<file path="config.mk">
export PLATFORM = sky130hd
export DESIGN_NAME = bus_arbiter_flat
export DESIGN_NICKNAME = d
export VERILOG_FILES = /design/src/rtl/bus_arb_pkg.sv /design/src/rtl/bus_arbiter_if.sv /design/src/rtl/rr_pick2.sv /design/src/rtl/bus_arbiter.sv /design/src/flat_wrapper.sv
export SDC_FILE = /design/constraint.sdc
export NUM_CORES = 1
export LEC_CHECK = 0
export CORE_AREA = 2 2 120 122
export DETAILED_ROUTE_END_ITERATION = 8
export DIE_AREA = 0 0 122 124
export DONT_BUFFER_PORTS = 1
export GPL_TIMING_DRIVEN = 0
export SKIP_CTS_REPAIR_TIMING = 1
export SYNTH_ARGS = -nofsm -noshare
export SYNTH_HDL_FRONTEND = slang
export SYNTH_SLANG_ARGS = --single-unit
</file>
<file path="constraint.sdc">
create_clock -name clock -period 3.1 [get_ports clock]
set_input_delay 0.155 -clock clock [delete_from_list [all_inputs] [get_ports clock]]
set_output_delay 0.155 -clock clock [all_outputs]
set_load 0.02 [all_outputs]
</file>
<file path="src/rtl/bus_arb_pkg.sv">
// Shared types and constants for the two-master round-robin bus arbiter.
// Optional watchdog build macro: BUS_ARB_TIMEOUT_EN.
package bus_arb_pkg;

    localparam int ADDR_W = 32;
    localparam int DATA_W = 32;
    localparam int MASK_W = 4;

    typedef enum logic [1:0] {
        IDLE  = 2'd0,
        ISSUE = 2'd1,
        WAIT  = 2'd2
    } arb_state_e;

    localparam logic GRANT_A = 1'b0;
    localparam logic GRANT_B = 1'b1;

    localparam logic [DATA_W-1:0] BUS_ERR_DATA = 32'hDEAD_BEEF;

    function automatic logic other_grant(input logic grant);
        return (grant == GRANT_A) ? GRANT_B : GRANT_A;
    endfunction

endpackage

</file>
<file path="src/rtl/bus_arbiter_if.sv">
// One CPU memory-bus channel. The master modport issues requests, the slave
// modport answers them.
interface bus_arbiter_if;
    import bus_arb_pkg::*;

    logic [ADDR_W-1:0] address;
    logic [DATA_W-1:0] data_out;
    logic [DATA_W-1:0] data_in;
    logic              write_enable;
    logic [MASK_W-1:0] write_mask;
    logic              transaction_begin;
    logic              transaction_end;

    modport master (
        output address,
        output data_out,
        output write_enable,
        output write_mask,
        output transaction_begin,
        input  data_in,
        input  transaction_end
    );

    modport slave (
        input  address,
        input  data_out,
        input  write_enable,
        input  write_mask,
        input  transaction_begin,
        output data_in,
        output transaction_end
    );

endinterface

</file>
<file path="src/rtl/rr_pick2.sv">
// Two-way round-robin pick: a lone requester wins, a tie goes to the master
// that did not hold the previous grant.
module rr_pick2
    import bus_arb_pkg::*;
(
    input  logic pend_a,
    input  logic pend_b,
    input  logic last_grant,
    output logic valid,
    output logic winner
);

    always_comb begin
        valid  = pend_a | pend_b;
        winner = GRANT_A;
        if (pend_a && pend_b) begin
            winner = other_grant(last_grant);
        end else if (pend_b) begin
            winner = GRANT_B;
        end
    end

endmodule

</file>
<file path="src/rtl/bus_arbiter.sv">
// Two-master, one-slave round-robin bus arbiter (IDLE -> ISSUE -> WAIT).
// Define BUS_ARB_TIMEOUT_EN to enable the WAIT-state watchdog and bus_error.
module bus_arbiter
    import bus_arb_pkg::*;
#(
    parameter int TIMEOUT_CYCLES = 256
) (
    input  logic          clock,
    input  logic          reset,
    bus_arbiter_if.slave  port_a,
    bus_arbiter_if.slave  port_b,
    bus_arbiter_if.master port_y,
    output logic          select,
    output logic          bus_error
);

    if (TIMEOUT_CYCLES < 2) begin : g_bad_timeout
        $error("bus_arbiter: TIMEOUT_CYCLES must be at least 2");
    end

    arb_state_e state_q, state_d;
    logic       pend_a_q, pend_a_d;
    logic       pend_b_q, pend_b_d;
    logic       select_q, select_d;
    logic       last_grant_q, last_grant_d;
    logic       begin_y_q, begin_y_d;

    logic       pick_valid;
    logic       pick_winner;
    logic       timeout;
    logic       complete;
    logic       done_a;
    logic       done_b;

    rr_pick2 u_pick (
        .pend_a     (pend_a_q),
        .pend_b     (pend_b_q),
        .last_grant (last_grant_q),
        .valid      (pick_valid),
        .winner     (pick_winner)
    );

`ifdef BUS_ARB_TIMEOUT_EN
    localparam int            CW       = $clog2(TIMEOUT_CYCLES);
    localparam logic [CW-1:0] LAST_CNT = CW'(TIMEOUT_CYCLES - 1);

    logic [CW-1:0] wait_cnt_q, wait_cnt_d;

    // ISSUE always precedes WAIT, so clearing there gives count 0 in the first WAIT cycle.
    always_comb begin
        wait_cnt_d = wait_cnt_q;
        if (state_q == ISSUE) begin
            wait_cnt_d = '0;
        end else if (state_q == WAIT) begin
            wait_cnt_d = wait_cnt_q + CW'(1);
        end
    end

    always_ff @(posedge clock or posedge reset) begin
        if (reset) begin
            wait_cnt_q <= '0;
        end else begin
            wait_cnt_q <= wait_cnt_d;
        end
    end

    // A real slave completion in the same cycle takes priority over the watchdog.
    assign timeout = (state_q == WAIT) && (wait_cnt_q == LAST_CNT) && !port_y.transaction_end;
`else
    assign timeout = 1'b0;
`endif

    assign bus_error = timeout;
    assign complete  = (state_q == WAIT) && (port_y.transaction_end || timeout);
    assign done_a    = complete && (select_q == GRANT_A);
    assign done_b    = complete && (select_q == GRANT_B);

    always_comb begin
        state_d      = state_q;
        select_d     = select_q;
        last_grant_d = last_grant_q;
        begin_y_d    = 1'b0;
        // Completion clears the bit even if the same master pulses begin again that cycle.
        pend_a_d     = (pend_a_q | port_a.transaction_begin) & ~done_a;
        pend_b_d     = (pend_b_q | port_b.transaction_begin) & ~done_b;

        case (state_q)
            IDLE: begin
                if (pick_valid) begin
                    state_d      = ISSUE;
                    select_d     = pick_winner;
                    last_grant_d = pick_winner;
                    begin_y_d    = 1'b1;
                end
            end
            ISSUE: begin
                state_d = WAIT;
            end
            WAIT: begin
                if (complete) begin
                    state_d = IDLE;
                end
            end
            default: begin
                state_d = IDLE;
            end
        endcase
    end

    always_ff @(posedge clock or posedge reset) begin
        if (reset) begin
            state_q      <= IDLE;
            pend_a_q     <= 1'b0;
            pend_b_q     <= 1'b0;
            select_q     <= GRANT_A;
            last_grant_q <= GRANT_B;
            begin_y_q    <= 1'b0;
        end else begin
            state_q      <= state_d;
            pend_a_q     <= pend_a_d;
            pend_b_q     <= pend_b_d;
            select_q     <= select_d;
            last_grant_q <= last_grant_d;
            begin_y_q    <= begin_y_d;
        end
    end

    assign select                   = select_q;
    assign port_y.transaction_begin = begin_y_q;

    assign port_y.address      = (select_q == GRANT_B) ? port_b.address    : port_a.address;
    assign port_y.data_out     = (select_q == GRANT_B) ? port_b.data_out   : port_a.data_out;
    assign port_y.write_mask   = (select_q == GRANT_B) ? port_b.write_mask : port_a.write_mask;
    assign port_y.write_enable = (state_q == IDLE) ? 1'b0 :
                                 (select_q == GRANT_B) ? port_b.write_enable : port_a.write_enable;

    assign port_a.transaction_end = done_a;
    assign port_b.transaction_end = done_b;

    assign port_a.data_in = (timeout && (select_q == GRANT_A)) ? BUS_ERR_DATA : port_y.data_in;
    assign port_b.data_in = (timeout && (select_q == GRANT_B)) ? BUS_ERR_DATA : port_y.data_in;

endmodule

</file>
<file path="src/flat_wrapper.sv">
// flat-port wrapper written by rule: the top's interface ports become plain ports
module bus_arbiter_flat import bus_arb_pkg::*;
#(
    parameter int TIMEOUT_CYCLES = 256
)
  (clock, reset, select, bus_error, port_a_address, port_a_data_out, port_a_write_enable, port_a_write_mask, port_a_transaction_begin, port_a_data_in, port_a_transaction_end, port_b_address, port_b_data_out, port_b_write_enable, port_b_write_mask, port_b_transaction_begin, port_b_data_in, port_b_transaction_end, port_y_address, port_y_data_out, port_y_write_enable, port_y_write_mask, port_y_transaction_begin, port_y_data_in, port_y_transaction_end);
  bus_arbiter_if port_a_i ();
  bus_arbiter_if port_b_i ();
  bus_arbiter_if port_y_i ();
  input  logic clock;
  input  logic reset;
  output logic select;
  output logic bus_error;
  input wire logic [$bits(port_a_i.address)-1:0] port_a_address;
  input wire logic [$bits(port_a_i.data_out)-1:0] port_a_data_out;
  input wire logic [$bits(port_a_i.write_enable)-1:0] port_a_write_enable;
  input wire logic [$bits(port_a_i.write_mask)-1:0] port_a_write_mask;
  input wire logic [$bits(port_a_i.transaction_begin)-1:0] port_a_transaction_begin;
  output wire logic [$bits(port_a_i.data_in)-1:0] port_a_data_in;
  output wire logic [$bits(port_a_i.transaction_end)-1:0] port_a_transaction_end;
  input wire logic [$bits(port_b_i.address)-1:0] port_b_address;
  input wire logic [$bits(port_b_i.data_out)-1:0] port_b_data_out;
  input wire logic [$bits(port_b_i.write_enable)-1:0] port_b_write_enable;
  input wire logic [$bits(port_b_i.write_mask)-1:0] port_b_write_mask;
  input wire logic [$bits(port_b_i.transaction_begin)-1:0] port_b_transaction_begin;
  output wire logic [$bits(port_b_i.data_in)-1:0] port_b_data_in;
  output wire logic [$bits(port_b_i.transaction_end)-1:0] port_b_transaction_end;
  output wire logic [$bits(port_y_i.address)-1:0] port_y_address;
  output wire logic [$bits(port_y_i.data_out)-1:0] port_y_data_out;
  output wire logic [$bits(port_y_i.write_enable)-1:0] port_y_write_enable;
  output wire logic [$bits(port_y_i.write_mask)-1:0] port_y_write_mask;
  output wire logic [$bits(port_y_i.transaction_begin)-1:0] port_y_transaction_begin;
  input wire logic [$bits(port_y_i.data_in)-1:0] port_y_data_in;
  input wire logic [$bits(port_y_i.transaction_end)-1:0] port_y_transaction_end;
  assign port_a_i.address = port_a_address;
  assign port_a_i.data_out = port_a_data_out;
  assign port_a_i.write_enable = port_a_write_enable;
  assign port_a_i.write_mask = port_a_write_mask;
  assign port_a_i.transaction_begin = port_a_transaction_begin;
  assign port_a_data_in = port_a_i.data_in;
  assign port_a_transaction_end = port_a_i.transaction_end;
  assign port_b_i.address = port_b_address;
  assign port_b_i.data_out = port_b_data_out;
  assign port_b_i.write_enable = port_b_write_enable;
  assign port_b_i.write_mask = port_b_write_mask;
  assign port_b_i.transaction_begin = port_b_transaction_begin;
  assign port_b_data_in = port_b_i.data_in;
  assign port_b_transaction_end = port_b_i.transaction_end;
  assign port_y_address = port_y_i.address;
  assign port_y_data_out = port_y_i.data_out;
  assign port_y_write_enable = port_y_i.write_enable;
  assign port_y_write_mask = port_y_i.write_mask;
  assign port_y_transaction_begin = port_y_i.transaction_begin;
  assign port_y_i.data_in = port_y_data_in;
  assign port_y_i.transaction_end = port_y_transaction_end;
  bus_arbiter #(.TIMEOUT_CYCLES(TIMEOUT_CYCLES)) u_core (.clock(clock), .reset(reset), .port_a(port_a_i), .port_b(port_b_i), .port_y(port_y_i), .select(select), .bus_error(bus_error));
endmodule
</file>
* Word level (Yosys, flattened, before mapping)
Index checks and enable logic that the tools add are counted.
Widths: inputs -> output; s select.
** Operators by class
- Mux-type cells :: 13
- Reductions and logical operators :: 7
- Bitwise gates (word level) :: 8
- Equal/unequal tests :: 4
** Operators by type and width (number)
- $mux 32 :: 2
- $mux 1 :: 7
- $pmux 2 s3 :: 1
- $logic_and 1x1->1 :: 4
- $mux 2 :: 2
- $mux 4 :: 1
- $ne 2x1->1 const B :: 2
- $reduce_and 2->1 :: 2
- $not 1->1 :: 3
- $or 1x1->1 :: 3
- $and 1x1->1 :: 2
- $eq 2x1->1 const B :: 1
- $eq 2x2->1 const B :: 1
- $logic_not 2->1 :: 1
** Storage, ports and cells
- Logic and storage cells :: 38
- Register bits after elaboration :: 7

* Longest topological paths before layout
- Depth in word-level cells :: 5
- Mapped depth :: 4
- Gate-level depth less buffers :: 2

* Modules after synthesis
A second synthesis with hierarchy kept.
** Unflattened totals
- Cells, all modules :: 167
- Area total of the unflattened synthesis :: 1916.8 um^2
** Modules (own cells, without submodules)
- bus_arbiter :: cells an instance 165, sequential area each 176.4 um^2, area each 1903.1 um^2, times used 1
- rr_pick2 :: cells an instance 2, sequential area each 0.0 um^2, area each 13.8 um^2, times used 1

* Worst setup path after synthesis
OpenSTA, ideal clock, no wires.
- Path kind :: reg2out
- Start point :: register u_core.select_q (netlist: u_core.select)
- End point :: output port_y_address[0]
- Buffers on the path :: 2
- Setup slack :: 1790 ps
- Arrival time :: 1155 ps
- Data required time :: 2945 ps
- Cell stages (with the launch flop) :: 4
- Path through :: dfrtp_1 -> buf_6 -> buf_4 -> mux2_2
** On the way
- Cells in the longest elaborated chain, start to end :: 1
** Ends and longest elaborated chain
- from (decl) :: RTL line bus_arbiter.sv:24 : logic select_q, select_d;
- from (signal assigned) :: RTL line bus_arbiter.sv:122 : select_q <= select_d;
- $mux 32 :: RTL line bus_arbiter.sv:131 : assign port_y.address = (select_q == GRANT_B) ? port_b.address : port_a.address;
- to (decl) :: RTL line flat_wrapper.sv:28 : output wire logic [$bits(port_y_i.address)-1:0] port_y_address;
No other way between the ends.

* Worst setup path in the final report
- Start point :: register u_core.select_q (netlist: u_core.select)
- End point :: output port_y_data_out[7]
** On the way
- Cells in the longest elaborated chain, start to end :: 1
** Ends and longest elaborated chain
- $mux 32 :: RTL line bus_arbiter.sv:132 : assign port_y.data_out = (select_q == GRANT_B) ? port_b.data_out : port_a.data_out;
- to (decl) :: RTL line flat_wrapper.sv:29 : output wire logic [$bits(port_y_i.data_out)-1:0] port_y_data_out;
No other way between the ends.

==> impl_metrics.py <==
metrics = {
    "clock_network": {
        "htreeDepth": 1,
        "cts_made_buffers": 3,
        "cts_tree": "done",
        "cts.sinks": 7,
        "cts_root_buf": "clkbuf_16",
        "clk_latency_ps": 230,
        "clk_pin_slew_ps": 40,
        "clockBufferDepth": 2,
    },
    "critical_path": {
        "cp_max_fo": 10,
        "critPathLaunchType": "flop",
        "slowest_stage": "dfrtp_1",
        "cp-end-kind": "primary output",
        "cpPeakStageDelay_ps": 500,
        "timing.critical_path.cells": "buf_6 -> buf_4 -> mux2_2",
        "worstPathArrival_ps": 1610,
        "critical_path_class": "reg2out",
        "required_ps": 2940,
    },
    "yosys": {
        "synth_area_leaders": "mux2_2, buf_4, dfrtp_1",
        "synth_warnings": 0,
        "synth_seq_area_share_pct": 10.8,
        "synth_common_cells": "buf_4, mux2_2, dfrtp_1, nor2_1",
        "syn_nets": 343,
        "yosysMostFrequentCell": "buf_4",
        "netlist_area_um2": 1630,
        "synth_edf_count": 0,
        "yosysTopAreaCell": "mux2_2",
        "synthArstFlopShare_pct": 100,
        "synth_seq_cells": 7,
        "synth_flop_cell": "dfrtp_1",
        "synth_cells": 168,
        "yosysUniqueCellTypes": 18,
        "syn_avg_cell_area_um2": 9.70,
        "netlist.area_leader.share_pct": 47.0,
    },
    "sta": {
        "worst_slack_ps": 1330,
        "rsz0062_at_grt": "false",
        "fin_crit_ps": 1770,
        "setup-tns-final_ps": 0,
        "finalHoldViolCount": 0,
        "finalClockSkew_ps": 3.20,
        "fmax_ghz": 0.565,
        "post-route-period-util_pct": 57.1,
        "drv_slew": 0,
        "finalSetupViolations": 0,
    },
    "place": {
        "dpl_worst_slack_ps": 1540,
        "place.gp.congestion": 1.02,
        "dpl_cell_area_um2": 1860,
        "portBuffers": 0,
        "hpwl_um": 6580,
    },
    "route": {
        "drtAntennaViolNets": 0,
        "drt-initial-drc-count": 27,
        "routed_wirelength_um": 7110,
        "vias": 1266,
        "viasPerCell": 3.54,
        "route.detailed.drc": 0,
        "drt_pass1_iterations": 4,
        "wl_per_cell_um": 19.8,
    },
    "pwr": {
        "power_density_nw_per_um2": 936,
        "peakVddDrop_mv": 0.367,
        "p_leak_nw": 0.802,
    },
    "final_layout": {
        "fin_area_um2": 1960,
        "fin_util_pct": 14.3,
        "num-fill-cells": 1535,
        "nets": 349,
        "area_delta_synth_final_pct": 20.0,
        "drive_gt1_share_pct": 84.4,
    },
    "floorplanning": {
        "fp.coreArea_um2": 13700,
        "die_h_um": 124,
        "die_area_um2": 15100,
        "ios": 313,
        "rows": 43,
        "dieWidth_um": 122,
        "start_util_pct": 11.9,
    },
    "global_route": {
        "grt_overflow_total": 0,
        "grt_start_max_net_pins": 11,
        "antenna_found_initial": 5,
        "first_global_vias": 1111,
        "track_usage_pct": 7.88,
        "grt_pass1_wl_um": 7980,
    },
    "job": {
        "maxCapViolCount": 0,
    },
    "outcome": {
        "status": "completed",
    },
    "min_path": {
        "min_path_type": "in2reg",
    },
}
[worst max-delay path: cells and delay by family (launching register included)]
family / cells / cell delay (ps)
flops: 1 / 500
mux: 1 / 450
buf+inv: 2 / 420
[metal layers]
layer  global-route usage, %  part of all wire (%)
met1                    9.66                    41
met2                    10.7                    44
met3                    5.77                    14
met4                    1.29                  0.61
met5                    5.56                     0
[report_power, final]
part	leakage [nW]	internal [W]	total (W)	switching, W
sequential	0.0780	0.000139	0.000210	0.0000704
clock	0.0382	0.000171	0.000223	0.0000514
combinational	0.686	0.000538	0.00140	0.000861
total	0.802	0.000849	0.00183	0.000983
[logic make-up (layout without fill, tap and decap cells)]
family / Yosys count / after routing / synth area share, %
flip-flops: 7 / 7 / 10.8
multiplexers: 70 / 70 / 48.2
buffers and inverters: 74 / 79 / 34.3
AO/OA/AOI/OAI: 4 / 4 / 2.00
AND/OR/NAND/NOR: 12 / 12 / 4.45
other: 1 / 6 / 0.230
[sequential cells by signal, summed over array words and instances (netlist names)]
signal                           flops
u_core.state_q                       2
u_core.pend_a_q                      1
u_core.select                        1
u_core.pend_b_q                      1
u_core.last_grant_q                  1
u_core.port_y.transaction_begin      1
[path summary, 6_finish.rpt]
check / start / endpoint / slack [ps] / depth (start not counted)
max in group asynchronous: reset / u_core.last_grant_q$_DFFE_PP1P_ / 2500 / 2
setup / recovery: u_core.select$_DFFE_PP0P_ / port_y_data_out[7] / 1330 / 3
hold reg to reg: u_core.last_grant_q$_DFFE_PP1P_ / u_core.last_grant_q$_DFFE_PP1P_ / 530 / 1
min in group asynchronous: reset / u_core.state_q[1]$_DFFE_PP0P_ / 320 / 2
hold / removal: port_a_transaction_begin / u_core.pend_a_q$_DFF_PP0_ / 50 / 2
setup reg to reg: u_core.select$_DFFE_PP0P_ / u_core.pend_b_q$_DFF_PP0_ / 1800 / 3
[area by class of cell]
type                       count  area (um^2)  area share (%)
antenna                        5         12.5           0.639
buffer                        73          556            28.4
clock buffer                   4         78.8            4.03
inverter                       1         3.75           0.192
multi-input combinational     87          895            45.7
sequential                     7          176            9.02
tap                          180          225            11.5
timing repair buffer           1         10.0           0.512
[per-stage QoR]
| stage | total power, W | std cells | hold slack, ps |
|---|---|---|---|
| 3_5_place_dp | 0.00161 | 348 | -7.31 |
| 2_1_floorplan | 0.00139 | 168 | -42.3 |
| 5_1_grt | 0.00191 | 358 | 56.2 |
| 3_3_place_gp | 0.00159 | 348 | -23.3 |
| 6_report | 0.00183 | 358 | 54.6 |
| 4_1_cts | 0.00184 | 352 | -251 |
[layout by cell type, fill, tap and decap left out, types with 2 or more instances in the layout]
| master | n |
|---|---|
| buf_6 | 2 |
| clkbuf_16 | 3 |
| nor2_1 | 6 |
| buf_4 | 71 |
| diode_2 | 5 |
| o21a_1 | 2 |
| mux2i_1 | 2 |
| mux2_2 | 68 |
| dfrtp_1 | 6 |
No activity file was read; power rests on OpenSTA's default activity.
